===== config.mk =====
export PLATFORM = sky130hd
export DESIGN_NAME = alu_seq_ctrl
export DESIGN_NICKNAME = d
export VERILOG_FILES = /design/src/rtl/alu_seq_ctrl.sv
export SDC_FILE = /design/constraint.sdc
export NUM_CORES = 1
export LEC_CHECK = 0
export ABC_AREA = 1
export BUFFER_PORTS_ARGS = -buffer_cell sky130_fd_sc_hd__clkbuf_2
export CELL_PAD_IN_SITES_DETAIL_PLACEMENT = 0
export CELL_PAD_IN_SITES_GLOBAL_PLACEMENT = 1
export CORE_MARGIN = 2
export CORE_UTILIZATION = 31
export CTS_CLUSTER_SIZE = 30
export DETAILED_ROUTE_END_ITERATION = 6
export GPL_TIMING_DRIVEN = 0
export PLACE_DENSITY_LB_ADDON = 0.1
export SLEW_MARGIN = 20
export SYNTH_ARGS = -nofsm -noshare
export SYNTH_HDL_FRONTEND = slang
export SYNTH_SLANG_ARGS = --single-unit
export TNS_END_PERCENT = 5

===== constraint.sdc =====
create_clock -name clk -period 2.5 [get_ports clk]
set_input_delay 0.5 -clock clk [delete_from_list [all_inputs] [get_ports clk]]
set_output_delay 0.5 -clock clk [all_outputs]
set_load 0.05 [all_outputs]

===== src/rtl/alu_seq_ctrl.sv =====
// Micro-step sequencer for a register-file ALU datapath: latches an instruction on
// start and walks the T2..T5 control steps, decoding bus strobes from state (Moore).
module alu_seq_ctrl #(
    parameter int NREG = 16,
    parameter int IR_W = 32
) (
    input  logic            clk,
    input  logic            reset,
    input  logic            start,
    input  logic [IR_W-1:0] ir,
    input  logic            stall,
    output logic [NREG-1:0] reg_out,
    output logic [NREG-1:0] reg_in,
    output logic            yin,
    output logic            zin,
    output logic            zlowout,
    output logic            zhighout,
    output logic            hiin,
    output logic            loin,
    output logic [12:0]     alu_op,
    output logic            busy,
    output logic            done,
    output logic            illegal,
    output logic [2:0]      dbg_state
);

    // Handshake: start is taken only in IDLE with stall low; while busy is high start
    // is ignored; done (with illegal for rejects) pulses for one cycle at completion.
    typedef enum logic [2:0] {
        S_IDLE = 3'd0,
        S_T2   = 3'd1,
        S_T3   = 3'd2,
        S_T4   = 3'd3,
        S_T5   = 3'd4,
        S_FIN  = 3'd5,
        S_ERR  = 3'd6
    } state_t;

    state_t     state_q, state_d;
    logic [4:0] op_q, op_d;
    logic [3:0] ra_q, ra_d;
    logic [3:0] rb_q, rb_d;
    logic [3:0] rc_q, rc_d;

    logic [4:0] in_op;
    logic [3:0] in_ra, in_rb, in_rc;
    logic       in_bin, in_md, in_un, in_bad;
    logic       q_md, q_un;
    logic       unused_ir_bits;

    function automatic logic is_bin(input logic [4:0] op);
        return op <= 5'd8;
    endfunction

    function automatic logic is_md(input logic [4:0] op);
        return (op == 5'd9) || (op == 5'd10);
    endfunction

    function automatic logic is_un(input logic [4:0] op);
        return (op == 5'd11) || (op == 5'd12);
    endfunction

    function automatic logic reg_bad(input logic [3:0] r);
        return {28'd0, r} >= 32'(NREG);
    endfunction

    function automatic logic [NREG-1:0] onehot(input logic [3:0] r);
        logic [NREG-1:0] v;
        v = '0;
        for (int i = 0; i < NREG; i++) begin
            if (r == 4'(i)) v[i] = 1'b1;
        end
        return v;
    endfunction

    assign unused_ir_bits = ^ir;

    assign in_op  = ir[31:27];
    assign in_ra  = ir[26:23];
    assign in_rb  = ir[22:19];
    assign in_rc  = ir[18:15];
    assign in_bin = is_bin(in_op);
    assign in_md  = is_md(in_op);
    assign in_un  = is_un(in_op);
    // Only the register fields an instruction class actually uses are range-checked.
    assign in_bad = !(in_bin || in_md || in_un)
                  || reg_bad(in_rb)
                  || ((in_bin || in_un) && reg_bad(in_ra))
                  || ((in_bin || in_md) && reg_bad(in_rc));

    assign q_md = is_md(op_q);
    assign q_un = is_un(op_q);

    always_comb begin
        state_d = state_q;
        op_d    = op_q;
        ra_d    = ra_q;
        rb_d    = rb_q;
        rc_d    = rc_q;
        if (!stall) begin
            case (state_q)
                S_IDLE: begin
                    if (start) begin
                        op_d = in_op;
                        ra_d = in_ra;
                        rb_d = in_rb;
                        rc_d = in_rc;
                        if (in_bad)     state_d = S_ERR;
                        else if (in_un) state_d = S_T3;
                        else            state_d = S_T2;
                    end
                end
                S_T2:    state_d = S_T3;
                S_T3:    state_d = S_T4;
                S_T4:    state_d = q_md ? S_T5 : S_FIN;
                S_T5:    state_d = S_FIN;
                default: state_d = S_IDLE;
            endcase
        end
    end

    always_ff @(posedge clk) begin
        if (reset) begin
            state_q <= S_IDLE;
            op_q    <= '0;
            ra_q    <= '0;
            rb_q    <= '0;
            rc_q    <= '0;
        end else begin
            state_q <= state_d;
            op_q    <= op_d;
            ra_q    <= ra_d;
            rb_q    <= rb_d;
            rc_q    <= rc_d;
        end
    end

    // Reset and stall blank every strobe without disturbing the held step.
    always_comb begin
        reg_out  = '0;
        reg_in   = '0;
        yin      = 1'b0;
        zin      = 1'b0;
        zlowout  = 1'b0;
        zhighout = 1'b0;
        hiin     = 1'b0;
        loin     = 1'b0;
        alu_op   = '0;
        done     = 1'b0;
        illegal  = 1'b0;
        busy     = !reset && (state_q != S_IDLE);
        if (!reset && !stall) begin
            case (state_q)
                S_T2: begin
                    reg_out = onehot(rb_q);
                    yin     = 1'b1;
                end
                S_T3: begin
                    reg_out = q_un ? onehot(rb_q) : onehot(rc_q);
                    alu_op  = 13'd1 << op_q;
                    zin     = 1'b1;
                end
                S_T4: begin
                    zlowout = 1'b1;
                    if (q_md) loin = 1'b1;
                    else      reg_in = onehot(ra_q);
                end
                S_T5: begin
                    zhighout = 1'b1;
                    hiin     = 1'b1;
                end
                S_FIN: done = 1'b1;
                S_ERR: begin
                    done    = 1'b1;
                    illegal = 1'b1;
                end
                default: ;
            endcase
        end
    end

    assign dbg_state = state_q;

endmodule

==> metrics.yaml <==
outcome:
  outcome: "finished, final reports clean"
placement:
  gp_congestion: 0.802
  place_hpwl_um: 4830
  dpl-instance-area_sq_mm: 0.00231
  number_of_placed_cells_counting_well_taps: 479
  placement.io_buffers: 77
synthesis:
  synth-async-reset-ratio: 0
  synth_enable_flop_cells: 0
  post_synth.cell_area_avg_sq_um: 5.54
  yosys-top-cells-count: "65 x sky130_fd_sc_hd__nor2_1, 63 x sky130_fd_sc_hd__nand2_1, 37 x sky130_fd_sc_hd__inv_1, 37 x sky130_fd_sc_hd__o21ai_0, 34 x sky130_fd_sc_hd__a21oi_1"
  synth.area.top_cells: "sky130_fd_sc_hd__dfxtp_1 22%, sky130_fd_sc_hd__nor2_1 13%, sky130_fd_sc_hd__nand2_1 13%"
  ys_ff_latch: 20
  synth_area_leader_cell: "sky130_fd_sc_hd__dfxtp_1"
  yosys.area.top_type_share: 0.219
  syn_inst: 330
  mappedNetlistNets: 366
  seq_area_frac_synth: 0.219
  synthMostInstantiatedCell: "sky130_fd_sc_hd__nor2_1"
  yosysWarnings: 0
  synth_area_sq_mm: 0.00183
  synthDistinctLibCells: 26
  synth_top_flop_cell: "sky130_fd_sc_hd__dfxtp_1"
critical_path:
  critical_path.cell_chain: "inv_2, nor3_4, buf_4, nand3_1, a21oi_1, clkbuf_2"
  critical_path_peak_fanout: 10
  cp_slowest_cell: "sky130_fd_sc_hd__dfxtp_1"
  type_of_element_capturing_the_critical_path: "output port"
  cp_num_buf_inv: 3
  critical_path_required_ns: 2.00
  critPathMaxStageDelay_ns: 0.47
  timing.critical_path.from_type: "register"
  worst-endpoint-arrival_ns: 1.86
  largest_delay_share_family_worst_path: "buffers and inverters"
  worst-setup-path-type: "register to output port"
worst_hold_path:
  hold_crit_class: "input pin to register"
layout:
  final_cell_count_no_fill: 483
  syn2layout_area_growth_pct: 32.9
  fill_cells: 659
  final_area_sq_mm: 0.00243
  nNetsFinal: 449
  antennaDiodeCount: 0
  fraction_of_layout_cells_with_a_size_suffix_above_1: 0.273
  postLayoutCoreUtil: 0.433
timing:
  finalClockSkew_ns: 0.000706
  hold_violations: 0
  timing.final.crit_period_ns: 2.36
  maximum_clock_rate_mhz: 424
  timing.slew.headroom: 0.676
  finalSetupViolations: 0
  holdWs_ns: 0.448
  finalSetupTns_ns: 0
  rsz0062_at_grt: "yes"
  worst-slew-pin-transition_ns: 0.486
  finalMaxSlewViolations: 0
  final.period_utilization: 0.944
floorplanning:
  start_util: 0.326
  dieHeight_um: 80.8
  io_pins: 93
  design.core.area_sq_mm: 0.00561
  placement_rows: 27
  floorplan.die.width_um: 80.8
  floorplan.die_area_sq_mm: 0.00652
clock_network:
  htree_num_levels: 1
  ctsLongestPathBuffers: 2
  clock_sink_count: 20
  clock_tree.root_cell: "sky130_fd_sc_hd__clkbuf_8"
  insertion_delay_ns: 0.26
  tritoncts: "done"
  cts_made_buffers: 3
  clk_transition_reported_paths_ns: 0.07
global_routing:
  number_of_global_route_vias_before_repair: 2066
  grt-ovfl-total: 0
  grt_use_total: 0.194
  grt_first_pass_wirelength_um: 10000
  grt_antenna_before_repair: 0
  largest_net_degree_at_the_start_of_global_routing: 11
routing:
  antenna_left: 0
  detail_route.drc_violations: 0
  wl_um: 6120
  dr.first_iter.drc_count: 119
  dr_total_vias: 2375
  avgRoutedWirePerCell_um: 12.7
  detailedRoute.firstPassIterationCount: 5
  mean_number_of_vias_per_cell: 4.92
pwr:
  power.leakage_nw: 1.11
  maximum_ir_drop_on_the_vdd_rail_mv: 0.193
  power_per_cell_area_mw_per_mm2: 409
flow_run:
  cap_violations: 0
-- worst reg2reg max path: cells and delay by family (launching register included) --
| family | cells | cell delay [ns] |
|---|---|---|
| buffers and inverters | 3 | 0.47 |
| and+or+nand+nor | 2 | 0.37 |
| AOI/OAI and AO/OA | 2 | 0.17 |
| DFF | 1 | 0.41 |
-- stage by stage --
| step | setup slack (ns) | power, mW |
|---|---|---|
| after floorplan | -0.545 | 0.666 |
| after global placement | -0.139 | 0.767 |
| after detailed placement | -0.152 | 0.768 |
| after CTS | 0.00205 | 0.988 |
| after global routing | -0.0136 | 1.07 |
| final | 0.139 | 0.992 |
-- cell families (layout without fill, tap and decap cells) --
group	count (synthesis)	in the layout	synth area share
DFF	20	20	0.219
AOI/OAI and AO/OA	79	79	0.222
and+or+nand+nor	180	180	0.438
buffers and inverters	51	132	0.121
-- flip-flops by register name, summed over array words and instances, names as in the netlist --
signal and cells:
op_q 5, ra_q 4, rb_q 4, rc_q 4
dbg_state 3
-- path summary, 6_finish.rpt --
| check | end | start | cells past startpoint | slack (ns) |
|---|---|---|---|---|
| setup / recovery | reg_out[4] | dbg_state[0]$_SDFFE_PP0P_ | 6 | 0.14 |
| hold / removal | dbg_state[0]$_SDFFE_PP0P_ | reset | 2 | 0.45 |
| setup reg to reg | ra_q[1]$_SDFFE_PP0P_ | dbg_state[2]$_SDFFE_PP0P_ | 7 | 0.97 |
| hold reg to reg | ra_q[3]$_SDFFE_PP0P_ | ra_q[3]$_SDFFE_PP0P_ | 2 | 0.52 |
-- layout make-up --
cell class | count | area [sq um] | area share
Multi-Input combinational cell | 259 | 1240 | 0.511
Timing Repair Buffer | 78 | 425 | 0.175
Sequential cell | 20 | 402 | 0.165
Inverter | 39 | 151 | 0.0624
Tap cell | 72 | 90.1 | 0.0371
Buffer | 12 | 76.3 | 0.0314
Clock buffer | 3 | 41.3 | 0.0170
-- per-layer routing --
metal,up-vias,wire [um],global-route usage
li1,1252,-,-
met1,1040,2990,0.267
met2,72,2680,0.318
met3,11,353,0.0289
met4,0,95,0.0542
met5,-,0,0
-- where the power goes --
part	internal, mW	leakage [nW]	switching (mW)
logic	0.110	0.924	0.268
registers	0.351	0.164	0.0468
clock network	0.107	0.0216	0.108
total	0.569	1.11	0.423
-- layout by cell type (no fill, tap or decap), types with 3 or more instances in the layout --
master / count
sky130_fd_sc_hd__clkbuf_1: 3
sky130_fd_sc_hd__inv_2: 4
sky130_fd_sc_hd__clkbuf_2: 61
sky130_fd_sc_hd__inv_1: 33
sky130_fd_sc_hd__a21oi_1: 34
sky130_fd_sc_hd__nor3_1: 4
sky130_fd_sc_hd__clkbuf_4: 9
sky130_fd_sc_hd__buf_2: 7
sky130_fd_sc_hd__dfxtp_1: 19
sky130_fd_sc_hd__nand4_1: 12
sky130_fd_sc_hd__o21ai_0: 37
sky130_fd_sc_hd__clkbuf_8: 3
sky130_fd_sc_hd__nand3_1: 26
sky130_fd_sc_hd__nor2_1: 61
sky130_fd_sc_hd__buf_4: 8
sky130_fd_sc_hd__o21ai_1: 5
sky130_fd_sc_hd__nand2_1: 62
sky130_fd_sc_hd__nor2_2: 3
-- what timing repair did --
item,in CTS,in global routing
hold buffers,0,0
endpoints found under the setup margin,12,31
pin swaps,0,2
setup buffers,0,1
gates resized for setup,13,29
Note: power is estimated with default switching activity, not from simulation.
